**src/rtl/mog_pkg.sv**
```systemverilog
// mog_pkg: shared constants, state enum and sd packing for the MoG write-back path.
// The sd floor is enabled by defining MOG_WB_SD_FLOOR_EN.
package mog_pkg;

    localparam int K_DEF = 3;
    localparam int WORD_W = 48;
    localparam logic [15:0] SD_FLOOR = 16'h0400;

    typedef enum logic [1:0] {IDLE, ACTIVE, DONE} state_e;

    function automatic logic [15:0] sd_pack(input logic [15:0] sd);
`ifdef MOG_WB_SD_FLOOR_EN
        return (sd < SD_FLOOR) ? SD_FLOOR : sd;
`else
        return sd;
`endif
    endfunction

endpackage

```
**src/rtl/mog_sync_fifo.sv**
```systemverilog
// mog_sync_fifo: single-clock FIFO; a write while full is taken only if a pop happens in the same cycle.
module mog_sync_fifo #(
    parameter int W = 50,
    parameter int DEPTH = 32,
    localparam int AW = $clog2(DEPTH)
) (
    input  logic          clk,
    input  logic          rst,
    input  logic          wr_en,
    input  logic [W-1:0]  wr_data,
    input  logic          rd_en,
    output logic [W-1:0]  rd_data,
    output logic          full,
    output logic          empty,
    output logic [AW:0]   count
);

    logic [W-1:0] mem_q [DEPTH];
    logic [AW-1:0] wr_ptr_q, wr_ptr_d, rd_ptr_q, rd_ptr_d;
    logic [AW:0] count_q, count_d;
    logic wr_ok, rd_ok;

    assign full = count_q == (AW+1)'(DEPTH);
    assign empty = count_q == '0;
    assign count = count_q;
    assign rd_data = mem_q[rd_ptr_q];
    assign rd_ok = rd_en && !empty;
    assign wr_ok = wr_en && (!full || rd_ok);

    always_comb begin
        wr_ptr_d = wr_ok ? wr_ptr_q + 1'b1 : wr_ptr_q;
        rd_ptr_d = rd_ok ? rd_ptr_q + 1'b1 : rd_ptr_q;
        count_d = count_q + (AW+1)'(wr_ok) - (AW+1)'(rd_ok);
    end

    always_ff @(posedge clk) begin
        if (rst) begin
            wr_ptr_q <= '0;
            rd_ptr_q <= '0;
            count_q <= '0;
        end else begin
            wr_ptr_q <= wr_ptr_d;
            rd_ptr_q <= rd_ptr_d;
            count_q <= count_d;
        end
    end

    always_ff @(posedge clk) begin
        if (wr_ok) mem_q[wr_ptr_q] <= wr_data;
    end

endmodule

```
**src/rtl/gauss_param_wb.sv**
```systemverilog
// gauss_param_wb: packs updated Gaussian parameters into 48-bit words and streams them out with frame tags.
// Define MOG_WB_SD_FLOOR_EN to clamp the packed sd field to a minimum.
module gauss_param_wb
    import mog_pkg::*;
#(
    parameter int K = K_DEF,
    parameter int PIX_PER_FRAME = 76800,
    parameter int FIFO_DEPTH = 32
) (
    input  logic              clk,
    input  logic              rst,
    input  logic              frame_start,
    input  logic              in_valid,
    input  logic [31:0]       mean_in,
    input  logic [31:0]       sd_in,
    input  logic [31:0]       w_in,
    output logic [WORD_W-1:0] m_tdata,
    output logic              m_tvalid,
    input  logic              m_tready,
    output logic              m_tlast,
    output logic              m_tuser,
    output logic              overflow,
    output logic              frame_done
);

    localparam int IW = (K > 1) ? $clog2(K) : 1;
    localparam int PW = (PIX_PER_FRAME > 1) ? $clog2(PIX_PER_FRAME) : 1;
    localparam int CW = $clog2(FIFO_DEPTH) + 1;
    localparam int FW = WORD_W + 2;

    state_e state_q, state_d;
    logic v1_q, v1_d;
    logic [15:0] mean1_q, mean1_d, sd1_q, sd1_d, w1_q, w1_d;
    logic [IW-1:0] idx_q, idx_d;
    logic [PW-1:0] pix_q, pix_d;
    logic ovf_q, ovf_d;
    logic first, last, idx_wrap, pix_wrap, pop, full, empty;
    logic [CW-1:0] count;
    logic [FW-1:0] wr_data, rd_data;

    assign idx_wrap = idx_q == IW'(K - 1);
    assign pix_wrap = pix_q == PW'(PIX_PER_FRAME - 1);
    assign first = (idx_q == '0) && (pix_q == '0);
    assign last = idx_wrap && pix_wrap;
    assign wr_data = {last, first, mean1_q, sd_pack(sd1_q), w1_q};
    assign m_tvalid = count != '0;
    assign {m_tlast, m_tuser, m_tdata} = empty ? '0 : rd_data;
    assign pop = m_tvalid && m_tready;
    assign frame_done = pop && m_tlast;
    assign overflow = ovf_q;

    // Counters advance on every write attempt, dropped or not, so tags stay aligned to pixel positions.
    always_comb begin
        v1_d = in_valid && (state_q == ACTIVE);
        mean1_d = mean_in[31:16];
        sd1_d = sd_in[31:16];
        w1_d = w_in[31:16];
        state_d = (v1_q && last) ? DONE : state_q;
        idx_d = v1_q ? (idx_wrap ? '0 : idx_q + 1'b1) : idx_q;
        pix_d = (v1_q && idx_wrap) ? (pix_wrap ? '0 : pix_q + 1'b1) : pix_q;
        ovf_d = ovf_q || (v1_q && full && !pop);
        if (frame_start) begin
            state_d = ACTIVE;
            idx_d = '0;
            pix_d = '0;
            ovf_d = (state_q == ACTIVE) ? 1'b0 : ovf_d;
        end
    end

    always_ff @(posedge clk) begin
        if (rst) begin
            state_q <= IDLE;
            v1_q <= 1'b0;
            mean1_q <= '0;
            sd1_q <= '0;
            w1_q <= '0;
            idx_q <= '0;
            pix_q <= '0;
            ovf_q <= 1'b0;
        end else begin
            state_q <= state_d;
            v1_q <= v1_d;
            mean1_q <= mean1_d;
            sd1_q <= sd1_d;
            w1_q <= w1_d;
            idx_q <= idx_d;
            pix_q <= pix_d;
            ovf_q <= ovf_d;
        end
    end

    mog_sync_fifo #(.W(FW), .DEPTH(FIFO_DEPTH)) u_fifo (
        .clk     (clk),
        .rst     (rst),
        .wr_en   (v1_q),
        .wr_data (wr_data),
        .rd_en   (pop),
        .rd_data (rd_data),
        .full    (full),
        .empty   (empty),
        .count   (count)
    );

endmodule

```
**config.mk**
```make
export PLATFORM = sky130hd
export DESIGN_NAME = gauss_param_wb
export DESIGN_NICKNAME = d
export VERILOG_FILES = /design/src/rtl/mog_pkg.sv /design/src/rtl/mog_sync_fifo.sv /design/src/rtl/gauss_param_wb.sv
export SDC_FILE = /design/constraint.sdc
export NUM_CORES = 1
export LEC_CHECK = 0
export BUFFER_PORTS_ARGS = -buffer_cell sky130_fd_sc_hd__clkbuf_2
export CELL_PAD_IN_SITES_DETAIL_PLACEMENT = 0
export CELL_PAD_IN_SITES_GLOBAL_PLACEMENT = 1
export CORE_MARGIN = 10
export CORE_UTILIZATION = 40
export CTS_BUF_LIST = sky130_fd_sc_hd__clkbuf_2
export DETAILED_ROUTE_END_ITERATION = 7
export GPL_TIMING_DRIVEN = 0
export HOLD_SLACK_MARGIN = 0.1
export PLACE_DENSITY_LB_ADDON = 0.1
export SKIP_CTS_REPAIR_TIMING = 1
export SYNTH_ARGS = -nofsm -noshare
export SYNTH_HDL_FRONTEND = slang
export SYNTH_SLANG_ARGS = --single-unit
```
**constraint.sdc**
```tcl
create_clock -name clk -period 5.82 [get_ports clk]
set_input_delay 0.873 -clock clk [delete_from_list [all_inputs] [get_ports clk]]
set_output_delay 0.873 -clock clk [all_outputs]
set_load 0.005 [all_outputs]
```
**After elaboration in Yosys (flattened, before gate mapping)**

Memories as Yosys holds them, arrays and structs flattened. A register that Yosys moved wholly into a read port is not among the register bits.
Index checks and enable logic that the tools add are counted.

- Add/subtract/negate cells: 6
- Reduce and logical (&&, ||, !) cells: 22
- Equality and inequality tests: 4
- Muxes and demuxes: 11

Operators by type and width:

| operator | count |
|---|---|
| $mux 50 | 1 |
| $add 17x1->17 const B | 1 |
| $eq 17x17->1 const B | 1 |
| $logic_not 17->1 | 1 |
| $mux 17 | 1 |
| $logic_and 1x1->1 | 11 |
| $add 5x1->5 const B | 2 |
| $mux 5 | 2 |
| $add 6x1->6 | 1 |
| $eq 6x6->1 const B | 1 |
| $logic_not 6->1 | 1 |
| $mux 1 | 6 |
| $reduce_bool 6->1 | 1 |
| $sub 6x1->6 | 1 |
| $logic_not 1->1 | 3 |
| $add 2x1->2 const B | 1 |
| $eq 2x1->1 const B | 1 |
| $eq 2x2->1 const B | 1 |
| $logic_not 2->1 | 1 |
| $logic_or 1x1->1 | 2 |
| $mux 2 | 1 |
| $reduce_bool 2->1 | 1 |
| $reduce_or 2->1 | 1 |

- Memories kept: 1
- Bits in writable memories: 1600
- Logic and storage cells: 56
- Output and inout bits: 53
- Register bits: 87

Memories:

| memory | depth | bits a word | read ports | clocked after memory_dff | wr ports | RTL line | source |
|---|---|---|---|---|---|---|---|
| u_fifo.mem_q | 32 | 50 | 1 | 1 | 1 | mog_sync_fifo.sv:18 | `logic [W-1:0] mem_q [DEPTH];` |

**Depth between registers and ports, before layout**

- Depth in word-level cells: 7
- Gate-level depth with buffers: 13
- Depth with buffers taken out: 12

**Hierarchy**

A second synthesis with hierarchy kept.

- Cells, all modules: 3390
- Area, all modules: 65041.1 um2

Modules (own cells, without submodules):

| module | area an instance (um2) | cells an instance | instances | sequential area each (um2) |
|---|---|---|---|---|
| mog_sync_fifo | 62223.4 | 3091 | 1 | 48466.5 |
| gauss_param_wb | 2817.7 | 299 | 1 | 1421.4 |

**Least setup slack after synthesis**

OpenSTA, ideal clock, no wires.

- Kind: input to register
- Start: input m_tready
- End: memory u_fifo.mem_q[20][0], enable pin
- Arrival time: 3.784 ns
- Library setup time: 0.458 ns
- Slack: 1.578 ns
- Path buffers: 0
- Stages on the path: 4
- Cells stage by stage: nand2b_1 -> a31oi_1 -> nand2_1 -> nor2_1

- Cells in the longest elaborated chain, start to end: 6

RTL lines:

| what | RTL line | source |
|---|---|---|
| start: declaration | gauss_param_wb.sv:19 | `input logic m_tready,` |
| $logic_and 1x1->1 | gauss_param_wb.sv:48 | `assign pop = m_tvalid && m_tready;` |
| $logic_and 1x1->1 | mog_sync_fifo.sv:27 | `assign rd_ok = rd_en && !empty;` |
| $logic_or 1x1->1 | mog_sync_fifo.sv:28 | `assign wr_ok = wr_en && (!full \|\| rd_ok);` |
| $logic_and 1x1->1 | mog_sync_fifo.sv:28 |  |
| $mux 1 | mog_sync_fifo.sv:49 | `if (wr_ok) mem_q[wr_ptr_q] <= wr_data;` |
| $mux 1 (not written as such) | mog_sync_fifo.sv:49 |  |
| end: declaration | mog_sync_fifo.sv:18 |  |

Every way passes these cells.

==> run_summary.xml <==
<?xml version="1.0" encoding="UTF-8"?>
<metrics>
  <group name="synthesis">
    <metric name="yosys.cell_count.top_type" unit="">edfxtp_1</metric>
    <metric name="async_flop_share" unit="%">0</metric>
    <metric name="synth.cells.most_frequent" unit="">edfxtp_1, mux4_2, nand2_1</metric>
    <metric name="yosys_warnings" unit="">0</metric>
    <metric name="synthTopCellsByArea" unit="">edfxtp_1, mux4_2, dfxtp_1</metric>
    <metric name="distinct_cells_synth" unit="">52</metric>
    <metric name="flops_latches_synth" unit="">1692</metric>
    <metric name="synth_enable_flop_cells" unit="">1600</metric>
    <metric name="seq_area_frac_synth" unit="%">78.2</metric>
    <metric name="post-synth-top-area-fraction" unit="%">75.3</metric>
    <metric name="synth_flop_cell" unit="">edfxtp_1</metric>
    <metric name="post_synth.cell_area_avg" unit="um2">21.9</metric>
    <metric name="post-synth-top-area-cell" unit="">edfxtp_1</metric>
    <metric name="postSynthNetCount" unit="">3032</metric>
    <metric name="syn_area" unit="um2">63800</metric>
    <metric name="syn_inst" unit="">2915</metric>
  </group>
  <group name="routing">
    <metric name="first_iter_violations" unit="">3173</metric>
    <metric name="ant_nets" unit="">0</metric>
    <metric name="routed_vias" unit="">33053</metric>
    <metric name="postRouteWirelength" unit="mm">177</metric>
    <metric name="route.detailed.vias_per_inst" unit="">5.47</metric>
    <metric name="number_of_optimization_iterations_in_the_first_detailed_route_pass" unit="">5</metric>
    <metric name="route.detailed.wl_per_inst" unit="um">29.2</metric>
    <metric name="detail_route.drc_violations" unit="">0</metric>
  </group>
  <group name="floorplanning">
    <metric name="io_pins" unit="">154</metric>
    <metric name="std_cell_rows" unit="">146</metric>
    <metric name="floorplan.die.height" unit="um">419</metric>
    <metric name="die_area" unit="um2">176000</metric>
    <metric name="die_x" unit="um">419</metric>
    <metric name="floorplan.initialDensity" unit="%">40.3</metric>
    <metric name="placeableCoreArea" unit="um2">158000</metric>
  </group>
  <group name="sta">
    <metric name="highest_clock_rate" unit="MHz">179</metric>
    <metric name="layout_min_cycle_time" unit="ns">5.58</metric>
    <metric name="timing.clock.skew" unit="ns">0.160</metric>
    <metric name="worst_slew_margin_rel" unit="%">16.4</metric>
    <metric name="report.final.hold_viol_count" unit="">0</metric>
    <metric name="final-setup-viol-count" unit="">0</metric>
    <metric name="final_min_period_over_clock_period" unit="%">95.8</metric>
    <metric name="worst_slack" unit="ns">0.243</metric>
    <metric name="tightest_slew" unit="ns">1.25</metric>
    <metric name="timing.final.max_slew_violations" unit="">0</metric>
  </group>
  <group name="grt">
    <metric name="vias_in_the_first_global_route" unit="">34649</metric>
    <metric name="grt_start_max_net_pins" unit="">33</metric>
    <metric name="globalRouteTotalUtil" unit="%">19.9</metric>
    <metric name="grt_overflow_total" unit="">0</metric>
    <metric name="grt_first_pass_wirelength" unit="mm">247</metric>
    <metric name="antenna_violations_before_repair" unit="">7</metric>
  </group>
  <group name="power">
    <metric name="leakage" unit="nW">23.8</metric>
    <metric name="vdd_ir_drop_max" unit="uV">179</metric>
    <metric name="p_per_area" unit="nW/um2">351</metric>
    <metric name="total_power" unit="mW">25.8</metric>
  </group>
  <group name="place">
    <metric name="finalWeightedCongestion" unit="">0.734</metric>
    <metric name="preCtsSetupSlack" unit="ns">0.723</metric>
    <metric name="buffer_ports.inserted" unit="">105</metric>
    <metric name="placed_cells" unit="">5163</metric>
    <metric name="dp.final_hpwl" unit="mm">116</metric>
  </group>
  <group name="job">
    <metric name="drv_cap" unit="">0</metric>
  </group>
  <group name="clock_tree">
    <metric name="cts.reportedPaths.clkPinSlew" unit="ns">0.10</metric>
    <metric name="ctsHtreeMaxLevel" unit="">5</metric>
    <metric name="cts_buffers" unit="">429</metric>
    <metric name="clock_sink_count" unit="">1692</metric>
    <metric name="cts_root_buf" unit="">clkbuf_2</metric>
    <metric name="cts_tree" unit="">built</metric>
    <metric name="clk_latency" unit="ns">1.81</metric>
    <metric name="cts-root-to-sink-buffers" unit="">4</metric>
  </group>
  <group name="worst_hold_path">
    <metric name="hold_path_class" unit="">in2reg</metric>
  </group>
  <group name="layout">
    <metric name="finalNonFillerCells" unit="">6045</metric>
    <metric name="final_layout_size_suffix_gt1_share" unit="%">35.2</metric>
    <metric name="nets" unit="">3756</metric>
    <metric name="area_growth_syn_to_layout" unit="%">15.4</metric>
  </group>
  <group name="setup_path">
    <metric name="reg2reg_setup_slack" unit="ns">1.90</metric>
    <metric name="crit_path_end_kind" unit="">output port</metric>
    <metric name="required_time_of_the_worst_setup_path" unit="ns">4.95</metric>
    <metric name="crit_path_max_fanout" unit="">10</metric>
    <metric name="crit_type" unit="">reg2out</metric>
    <metric name="crit_arrival" unit="ns">4.70</metric>
    <metric name="timing.critical_path.from_type" unit="">register</metric>
  </group>
  <group name="outcome">
    <metric name="outcome" unit="">finished, final reports clean</metric>
  </group>
</metrics>
[routing by layer]
metal,GRT usage [%],routed length (um)
met1,25.6,72300
met2,33.2,88100
met3,5.21,12200
met4,6.08,3940
met5,0,13
[critical path, cell delays in order (launching register included)]
cell	delay, ns
dfxtp_1	0.32
buf_2	0.26
buf_2	0.34
nor2_4	0.32
clkbuf_1	0.83
a22oi_1	0.30
a31oi_1	0.40
clkbuf_2	0.18
[area by class of cell]
class                      instances  area, um2
fill                           13474      84800
sequential                      1692      49900
multi-input combinational       1033      13400
clock buffer                     633       3170
timing repair buffer             294       3110
tap                             2072       2590
buffer                           163        851
clock inverter                   127        497
inverter                          26        100
antenna                            5       12.5
[power breakdown]
| group | total [mW] | internal, mW | switching, mW |
|---|---|---|---|
| sequential | 13.5 | 13.3 | 0.175 |
| clock | 7.58 | 2.89 | 4.69 |
| combinational | 4.70 | 2.11 | 2.60 |
| total | 25.8 | 18.3 | 7.46 |
[metrics by stage]
stage | hold WS [ns] | utilization (%) | TNS, ns | instance area (um2)
final | 0.236 | 46.5 | 0 | 73600
after global routing | 0.0869 | 46.5 | -0.0751 | 73600
after CTS | -1.03 | 45.6 | -41.03 | 72200
after detailed placement | 0.461 | 43.3 | 0 | 68600
after global placement | 0.457 | 42.2 | -3372.09 | 66900
after floorplan | 0.434 | - | 0 | 63800
[sequential cells by signal, indices dropped and copies added (netlist names), named ones only]
name	cells
u_fifo.rd_ptr_q	5
sd1_q	16
u_fifo.wr_ptr_q	5
state_q	2
w1_q	16
pix_q	17
u_fifo.mem_q	1600
u_fifo.count	6
idx_q	2
overflow	1
v1_q	1
mean1_q	16
[worst paths after layout]
check                                     start             endpoint  cells past startpoint
worst max-delay path                   register          m_tdata[15]                      7
worst max register to register  u_fifo.count[2]  u_fifo.mem_q[8][31]                      8
worst min register to register       state_q[0]             overflow                      1
worst min-delay path                        rst      u_fifo.count[5]                      5
[placed cells by master, fill, tap and decap left out, drive strengths merged, types with 9 or more instances in the layout]
| master | count |
|---|---|
| a21oi | 17 |
| a22oi | 98 |
| a31o | 49 |
| a31oi | 51 |
| buf | 142 |
| clkbuf | 832 |
| clkinv | 121 |
| dfxtp | 92 |
| dlygate4sd3 | 116 |
| edfxtp | 1600 |
| ha | 15 |
| inv | 32 |
| mux2i | 17 |
| mux4 | 396 |
| nand2 | 114 |
| nand3 | 13 |
| nor2 | 64 |
| nor2b | 53 |
| o21ai | 10 |
| o221ai | 49 |
| or3 | 10 |
| xnor2 | 9 |
[cells by family (layout without fill, tap and decap cells)]
kind of cell | count (synthesis) | after routing | share of synthesized area, %
AO/OA/AOI/OAI | 287 | 287 | 3.39
XOR/XNOR | 17 | 17 | 0.233
adder cells (fa/ha/maj) | 16 | 16 | 0.326
buffers and inverters | 190 | 1243 | 1.32
flip-flops | 1692 | 1692 | 78.2
multiplexers | 413 | 413 | 14.2
other | 0 | 5 | 0
AND/OR/NAND/NOR | 300 | 300 | 2.27
Note: power is estimated with default switching activity, not from simulation.
